--- src/rtl/mem_arbiter.sv ---
// mem_arbiter: shares one single-port memory between the CPU fetch port (f_*)
// and the load/store port (d_*). One transaction is in flight at a time.
// The memory returns read data MEM_LAT cycles after the m_req cycle.
//
// Optional feature: define ARB_RR_EN for round-robin arbitration on ties.
// When it is not defined, d wins ties by fixed priority.
//
// Ports:
//   clk, rst         rising-edge clock; asynchronous active-low reset
//   f_req/f_addr     fetch request, held until f_gnt
//   f_gnt            one-cycle accept pulse to fetch
//   f_rvalid/f_rdata fetch response pulse and registered data
//   d_req/d_we/d_addr/d_wdata/d_be  data request payload, held until d_gnt
//   d_gnt            one-cycle accept pulse to data
//   d_rvalid/d_rdata data response pulse (read data or write done), registered data
//   m_req/m_we/m_addr/m_wdata/m_be  memory strobe and payload
//   m_rdata          memory read data, valid MEM_LAT cycles after m_req
//   busy             high whenever the arbiter is not idle
module mem_arbiter #(
    parameter int unsigned AW      = 32,
    parameter int unsigned DW      = 32,
    parameter int unsigned MEM_LAT = 1
) (
    input  logic            clk,
    input  logic            rst,
    input  logic            f_req,
    input  logic [AW-1:0]   f_addr,
    output logic            f_gnt,
    output logic            f_rvalid,
    output logic [DW-1:0]   f_rdata,
    input  logic            d_req,
    input  logic            d_we,
    input  logic [AW-1:0]   d_addr,
    input  logic [DW-1:0]   d_wdata,
    input  logic [DW/8-1:0] d_be,
    output logic            d_gnt,
    output logic            d_rvalid,
    output logic [DW-1:0]   d_rdata,
    output logic            m_req,
    output logic            m_we,
    output logic [AW-1:0]   m_addr,
    output logic [DW-1:0]   m_wdata,
    output logic [DW/8-1:0] m_be,
    input  logic [DW-1:0]   m_rdata,
    output logic            busy
);
    localparam int unsigned BW = DW / 8;
    localparam int unsigned CW = 4;

    typedef enum logic [1:0] {IDLE, ISSUE, WAIT, RESP} state_t;

    state_t        state;
    logic          owner_d;   // 1 = data port owns the transaction
    logic [CW-1:0] cnt;
    logic          win_d_c;
    logic          win_f_c;

`ifdef ARB_RR_EN
    logic last_d;             // port served last; it loses the next tie

    // Round-robin: on a tie the port not served last wins.
    always_comb begin
        win_d_c = 1'b0;
        win_f_c = 1'b0;
        win_d_c = d_req && (!f_req || !last_d);
        win_f_c = f_req && !win_d_c;
    end
`else
    // Fixed priority: data beats fetch.
    always_comb begin
        win_d_c = 1'b0;
        win_f_c = 1'b0;
        win_d_c = d_req;
        win_f_c = f_req && !d_req;
    end
`endif

    // Transaction FSM; every output is a register written here.
    always_ff @(posedge clk or negedge rst) begin
        if (!rst) begin
            state    <= IDLE;
            owner_d  <= 1'b0;
            cnt      <= '0;
            f_gnt    <= 1'b0;
            f_rvalid <= 1'b0;
            f_rdata  <= '0;
            d_gnt    <= 1'b0;
            d_rvalid <= 1'b0;
            d_rdata  <= '0;
            m_req    <= 1'b0;
            m_we     <= 1'b0;
            m_addr   <= '0;
            m_wdata  <= '0;
            m_be     <= '0;
            busy     <= 1'b0;
`ifdef ARB_RR_EN
            last_d   <= 1'b0;
`endif
        end else begin
            f_gnt    <= 1'b0;
            d_gnt    <= 1'b0;
            m_req    <= 1'b0;
            f_rvalid <= 1'b0;
            d_rvalid <= 1'b0;
            case (state)
                // Requests are only sampled at the edge that leaves IDLE or RESP.
                IDLE, RESP: begin
                    if (win_d_c || win_f_c) begin
                        state   <= ISSUE;
                        busy    <= 1'b1;
                        owner_d <= win_d_c;
                        f_gnt   <= win_f_c;
                        d_gnt   <= win_d_c;
                        m_req   <= 1'b1;
                        m_addr  <= win_d_c ? d_addr : f_addr;
                        m_we    <= win_d_c && d_we;   // fetch is always a read
                        m_wdata <= win_d_c ? d_wdata : '0;
                        m_be    <= win_d_c ? d_be : {BW{1'b1}};
`ifdef ARB_RR_EN
                        last_d  <= win_d_c;
`endif
                    end else begin
                        state <= IDLE;
                        busy  <= 1'b0;
                    end
                end
                ISSUE: begin
                    state <= WAIT;
                    cnt   <= CW'(MEM_LAT - 1);
                end
                // Memory payload holds; read data is captured on the last WAIT edge.
                WAIT: begin
                    if (cnt == '0) begin
                        state    <= RESP;
                        f_rvalid <= !owner_d;
                        d_rvalid <= owner_d;
                        if (!m_we) begin
                            if (owner_d) begin
                                d_rdata <= m_rdata;
                            end else begin
                                f_rdata <= m_rdata;
                            end
                        end
                    end else begin
                        cnt <= cnt - CW'(1);
                    end
                end
                default: state <= IDLE;
            endcase
        end
    end

endmodule

--- config.mk ---
export PLATFORM = sky130hd
export DESIGN_NAME = mem_arbiter
export DESIGN_NICKNAME = d
export VERILOG_FILES = /design/src/rtl/mem_arbiter.sv
export SDC_FILE = /design/constraint.sdc
export NUM_CORES = 1
export LEC_CHECK = 0
export BUFFER_PORTS_ARGS = -buffer_cell sky130_fd_sc_hd__clkbuf_2
export CAP_MARGIN = 5
export CORE_MARGIN = 2
export CORE_UTILIZATION = 43
export CTS_CLUSTER_DIAMETER = 150
export DETAILED_ROUTE_END_ITERATION = 6
export GPL_ROUTABILITY_DRIVEN = 1
export GPL_TIMING_DRIVEN = 0
export PLACE_DENSITY = 0.82
export SLEW_MARGIN = 20
export SYNTH_ARGS = -nofsm -noshare
export SYNTH_HDL_FRONTEND = slang
export SYNTH_SLANG_ARGS = --single-unit
--- constraint.sdc ---
create_clock -name clk -period 1.9 [get_ports clk]
set_input_delay 0.285 -clock clk [delete_from_list [all_inputs] [get_ports clk]]
set_output_delay 0.285 -clock clk [all_outputs]
set_load 0.01 [all_outputs]
## Yosys cells after proc, flatten, opt, wreduce, memory -nomap -nowiden

Index checks and enable logic that the tools add are counted.

| cells by class | value |
|---|---|
| add/sub/neg operators | 1 |
| eq/ne operators | 5 |
| mux-type cells | 18 |
| bitwise logic cells | 2 |
| reductions and logical operators | 13 |

Operators by type and width:

| operator | number |
|---|---|
| $mux W32 | 2 |
| $mux W1 | 11 |
| $mux W4 | 2 |
| $pmux W4 S2 | 1 |
| $reduce_and A4 Y1 | 2 |
| $pmux W2 S3 | 1 |
| $eq A2 B2 Y1 const B | 2 |
| $logic_not A4 Y1 | 1 |
| $ne A2 B2 Y1 const B | 2 |
| $reduce_and A2 Y1 | 2 |
| $sub A4 B1 Y4 const B | 1 |
| $eq A2 B1 Y1 const B | 1 |
| $logic_and A1 B1 Y1 | 2 |
| $logic_not A1 Y1 | 2 |
| $logic_not A2 Y1 | 1 |
| $mux W2 | 1 |
| $not A1 Y1 | 2 |
| $reduce_bool A2 Y1 | 1 |
| $reduce_or A2 Y1 | 1 |
| $logic_or A1 B1 Y1 | 1 |

| storage, ports and cells | value |
|---|---|
| register bits | 146 |
| bits of input ports | 137 |
| output and inout bits | 139 |

## Depth between registers and ports, before layout

| logic depth | value |
|---|---|
| depth in word-level cells | 5 |
| mapped depth | 7 |

## Worst setup path before layout

Ideal clock, no wire load.

| timing | value |
|---|---|
| path type | register to register |
| start point | register cnt[0] |
| end point | register d_rdata[0] |
| data arrival time | 1.625 ns |
| required time | 1.773 ns |
| path slack | 0.147 ns |
| stages on the path, launching flop included | 8 |
| path buffers | 2 |
| cells stage by stage | dfrtp_1 inv_1 ha_1 nor3b_2 and4b_1 buf_2 buf_6 mux2_1 |

| on the way | value |
|---|---|
| longest elaborated chain between the ends | 2 |

Ends and longest elaborated chain:

| what | line | source |
|---|---|---|
| start: declaration | 54 | `logic [CW-1:0] cnt;` |
| start signal: assignment | 129 | `cnt <= CW'(MEM_LAT - 1);` |
| start signal: assignment | 145 | `cnt <= cnt - CW'(1);` |
| $logic_not A4 Y1 | 133 | `if (cnt == '0) begin` |
| $reduce_and A4 Y1 (no line) | n/a |  |
| end signal: assignment | 139 | `d_rdata <= m_rdata;` |
| end: declaration | 38 | `output logic [DW-1:0] d_rdata,` |

No other way between the ends.
A chain may end at the register's enable or synchronous reset.

## Worst setup path in the final report

| timing | value |
|---|---|
| start point | register cnt[0] |
| end point | register d_rdata[31] |

Same word-level chain as after synthesis.

==> qor.csv <==
metric,value,unit
status,finished clean,
die_area,0.0142,sq mm
slew_violations,0,
worstPathMaxFanout,8,
syn-num-nets,555,
hold_path_depth,2,
finalHoldViolCount,0,
wl_per_cell,17.3,microns
syn_area_per_cell,13.8,sq um
placed_cell_area,0.00733,sq mm
grt_pass1_vias,4703,
p_leak,4.26,nW
ys.flop_type,dfrtp_1,
hp-class,input port to flop,
synth-seq-cells,146,
gr-usage-all-layers,21.7,%
die_x,119,microns
htree_levels,4,
area_growth,43.2,%
syn-cell-area,0.00571,sq mm
finClkSkew,6.78,ps
drtPass1Iterations,4,
finalSetupTns,0,ps
synth_edf_count,0,
area.sequential,0.00365,sq mm
yosysTopAreaCell,dfrtp_1,
start_util,43.6,%
worstReg2RegStart,cnt[0],
grt_pass1_wl,23600,microns
antennaDiodeCount,0,
final_util,62.5,%
routed.top_layer,met4,
clockRootBuffer,clkbuf_16,
grt_start_max_net_pins,101,
whs,84.6,ps
start_kind,flop,
finalSetupViolations,0,
arrival,2190,ps
drive_gt1_share,51.3,%
yosysSeqAreaShare,64.0,%
clockBufferDepth,2,
worst_pin_slew,481,ps
required,2190,ps
fmax,527,MHz
async_reset_ff_share,100,%
finalCritPeriodShare,99.8,%
finish.instance_area,0.00817,sq mm
ff2ff_path_depth,7,
numPortBuffers,274,
ant_nets,0,
hp-start,d_wdata[28],
clk_pin_slew,60,ps
clk-insertion-delay-late,420,ps
antenna_found_initial,0,
vias,4470,
gp_congestion,0.822,
yosys_warnings,0,
cts_sinks,146,
ir_drop,1.17,mV
postSynthCellCount,415,
drc_errors,0,
fin_crit,1900,ps
tritoncts,yes,
crit_type,flop to flop,
wl_met3,1070,microns
synth.distinct_cells,27,
routed_wirelength,15600,microns
drt-met1-wl,6020,microns
slew_headroom,68.0,%
wl_met2,8190,microns
critPathCaptureType,flop,
grt_overflow,0,
rr_endpoint,d_rdata[31],
vias_per_cell,4.94,
fillers,1009,
min_to,m_wdata[28],
row_count,42,
chipHeight,119,microns
multi_input_area,0.00194,sq mm
drt_iter0_markers,188,
ioPinCount,276,
synth_top_cell_area_share,64.0,%
ys_top_cells_by_area,"dfrtp_1 (64%), mux2_1 (6.3%), mux2_2 (6.3%)",
cts_buffers,17,
powerDensity,1840,mW/mm^2
rsz0062_at_grt,true,
hpwl,11700,microns
ff2ff_setup_slack,4,ps
fin_nets,858,
coreArea,0.0131,sq mm
drv_cap,0,
-- stage by stage --
| stage | worst slack, ps | power (mW) | cells |
|---|---|---|---|
| 3_5_place_dp | -74.1 | 11.2 | 866 |
| 4_1_cts | 20.5 | 14.8 | 898 |
| 3_3_place_gp | -1650 | 10.9 | 865 |
| 6_report | 3.89 | 15.0 | 905 |
| 5_1_grt | -43.7 | 15.9 | 905 |
| 2_1_floorplan | 147 | 8.60 | 415 |
-- kinds of logic (layout without fill, tap and decap cells) --
group / after synthesis / in the layout / synth area share, %
AO/OA/AOI/OAI: 79 / 79 / 9.73
buffers and inverters: 34 / 348 / 2.87
AND/OR/NAND/NOR: 57 / 57 / 4.47
adder cells (fa/ha/maj): 3 / 3 / 0.658
flip-flops: 146 / 146 / 64.0
multiplexers: 96 / 96 / 18.2
-- power breakdown --
group | internal [mW] | total, mW | switching [mW]
registers | 4.62 | 5.48 | 0.855
clock network | 2.29 | 3.50 | 1.21
logic | 2.79 | 6.04 | 3.25
total | 9.70 | 15.0 | 5.32
-- metal layers --
metal  track usage (%)  vias up
met5                 0        -
met4              8.85        0
met1              24.3     2145
li1                  -     2089
met3              6.32       28
met2              38.6      208
-- area by class of cell --
cell class	count	share of cell area, %
timing repair buffer	284	18.7
clock buffer	22	5.80
sequential	146	44.7
inverter	7	0.321
tap	176	2.69
buffer	27	2.19
multi-input combinational	235	23.7
clock inverter	8	1.87
-- registers in the layout, indices dropped and copies added, names as in the netlist --
name	count
m_req	1
f_rdata	32
d_gnt	1
m_we	1
owner_d	1
f_gnt	1
cnt	4
state	2
busy	1
f_rvalid	1
m_addr	32
d_rvalid	1
m_wdata	32
d_rdata	32
m_be	4
-- worst max-delay path by stage --
stage | start | end | slack, ps | cells after the start
after global placement | rst | m_wdata[16] | -1650 | 1
final | cnt[0] | d_rdata[31] | 4 | 7
after detailed placement | cnt[0] | d_rdata[2] | -70 | 7
after global routing | cnt[0] | d_rdata[31] | -40 | 7
after floorplan | cnt[0] | d_rdata[0] | 150 | 7
after CTS | cnt[0] | f_rdata[25] | 20 | 6
-- cell usage in the layout (no fill, tap or decap), types with 3 or more instances in the layout --
cell type    n
mux2i_1     32
o22a_1       4
clkbuf_1    12
buf_4        6
clkbuf_8     4
nor2_1       3
mux2_1      25
inv_2        3
o21ai_0     35
mux2_4       7
clkbuf_16   20
dfrtp_1    146
buf_2        6
bufinv_16    4
inv_1        3
clkbuf_4     3
mux2_2      32
a22o_1      34
clkbuf_2   276
nand3_1      5
nand2_1     40
or4_1        4
-- synth_stat cells (all sizes together) (3+ instances only) --
cell / instances
a22o: 34
buf: 14
clkbuf: 13
dfrtp: 146
ha: 3
inv: 6
mux2: 64
mux2i: 32
nand2: 41
nand3: 5
nor2: 3
o21ai: 36
o22a: 4
or4: 4
-- critical path: stages (launching register included) --
cell and delay (ps):
dfrtp_1 420, inv_2 100, ha_4 130, nor3b_4 190, and4b_1 240, buf_6 190
clkbuf_16 180, mux2_1 320
-- what timing repair did --
| item | CTS | global route |
|---|---|---|
| pin swaps | 0 | 1 |
| setup endpoints to repair | 46 | 99 |
| buffers inserted | 1 | 4 |
| hold buffers | 1 | 0 |
| gates resized for setup | 3 | 28 |
| gates cloned | 0 | 3 |
| hold endpoints to repair | 46 | 0 |
Note: power is estimated with default switching activity, not from simulation.
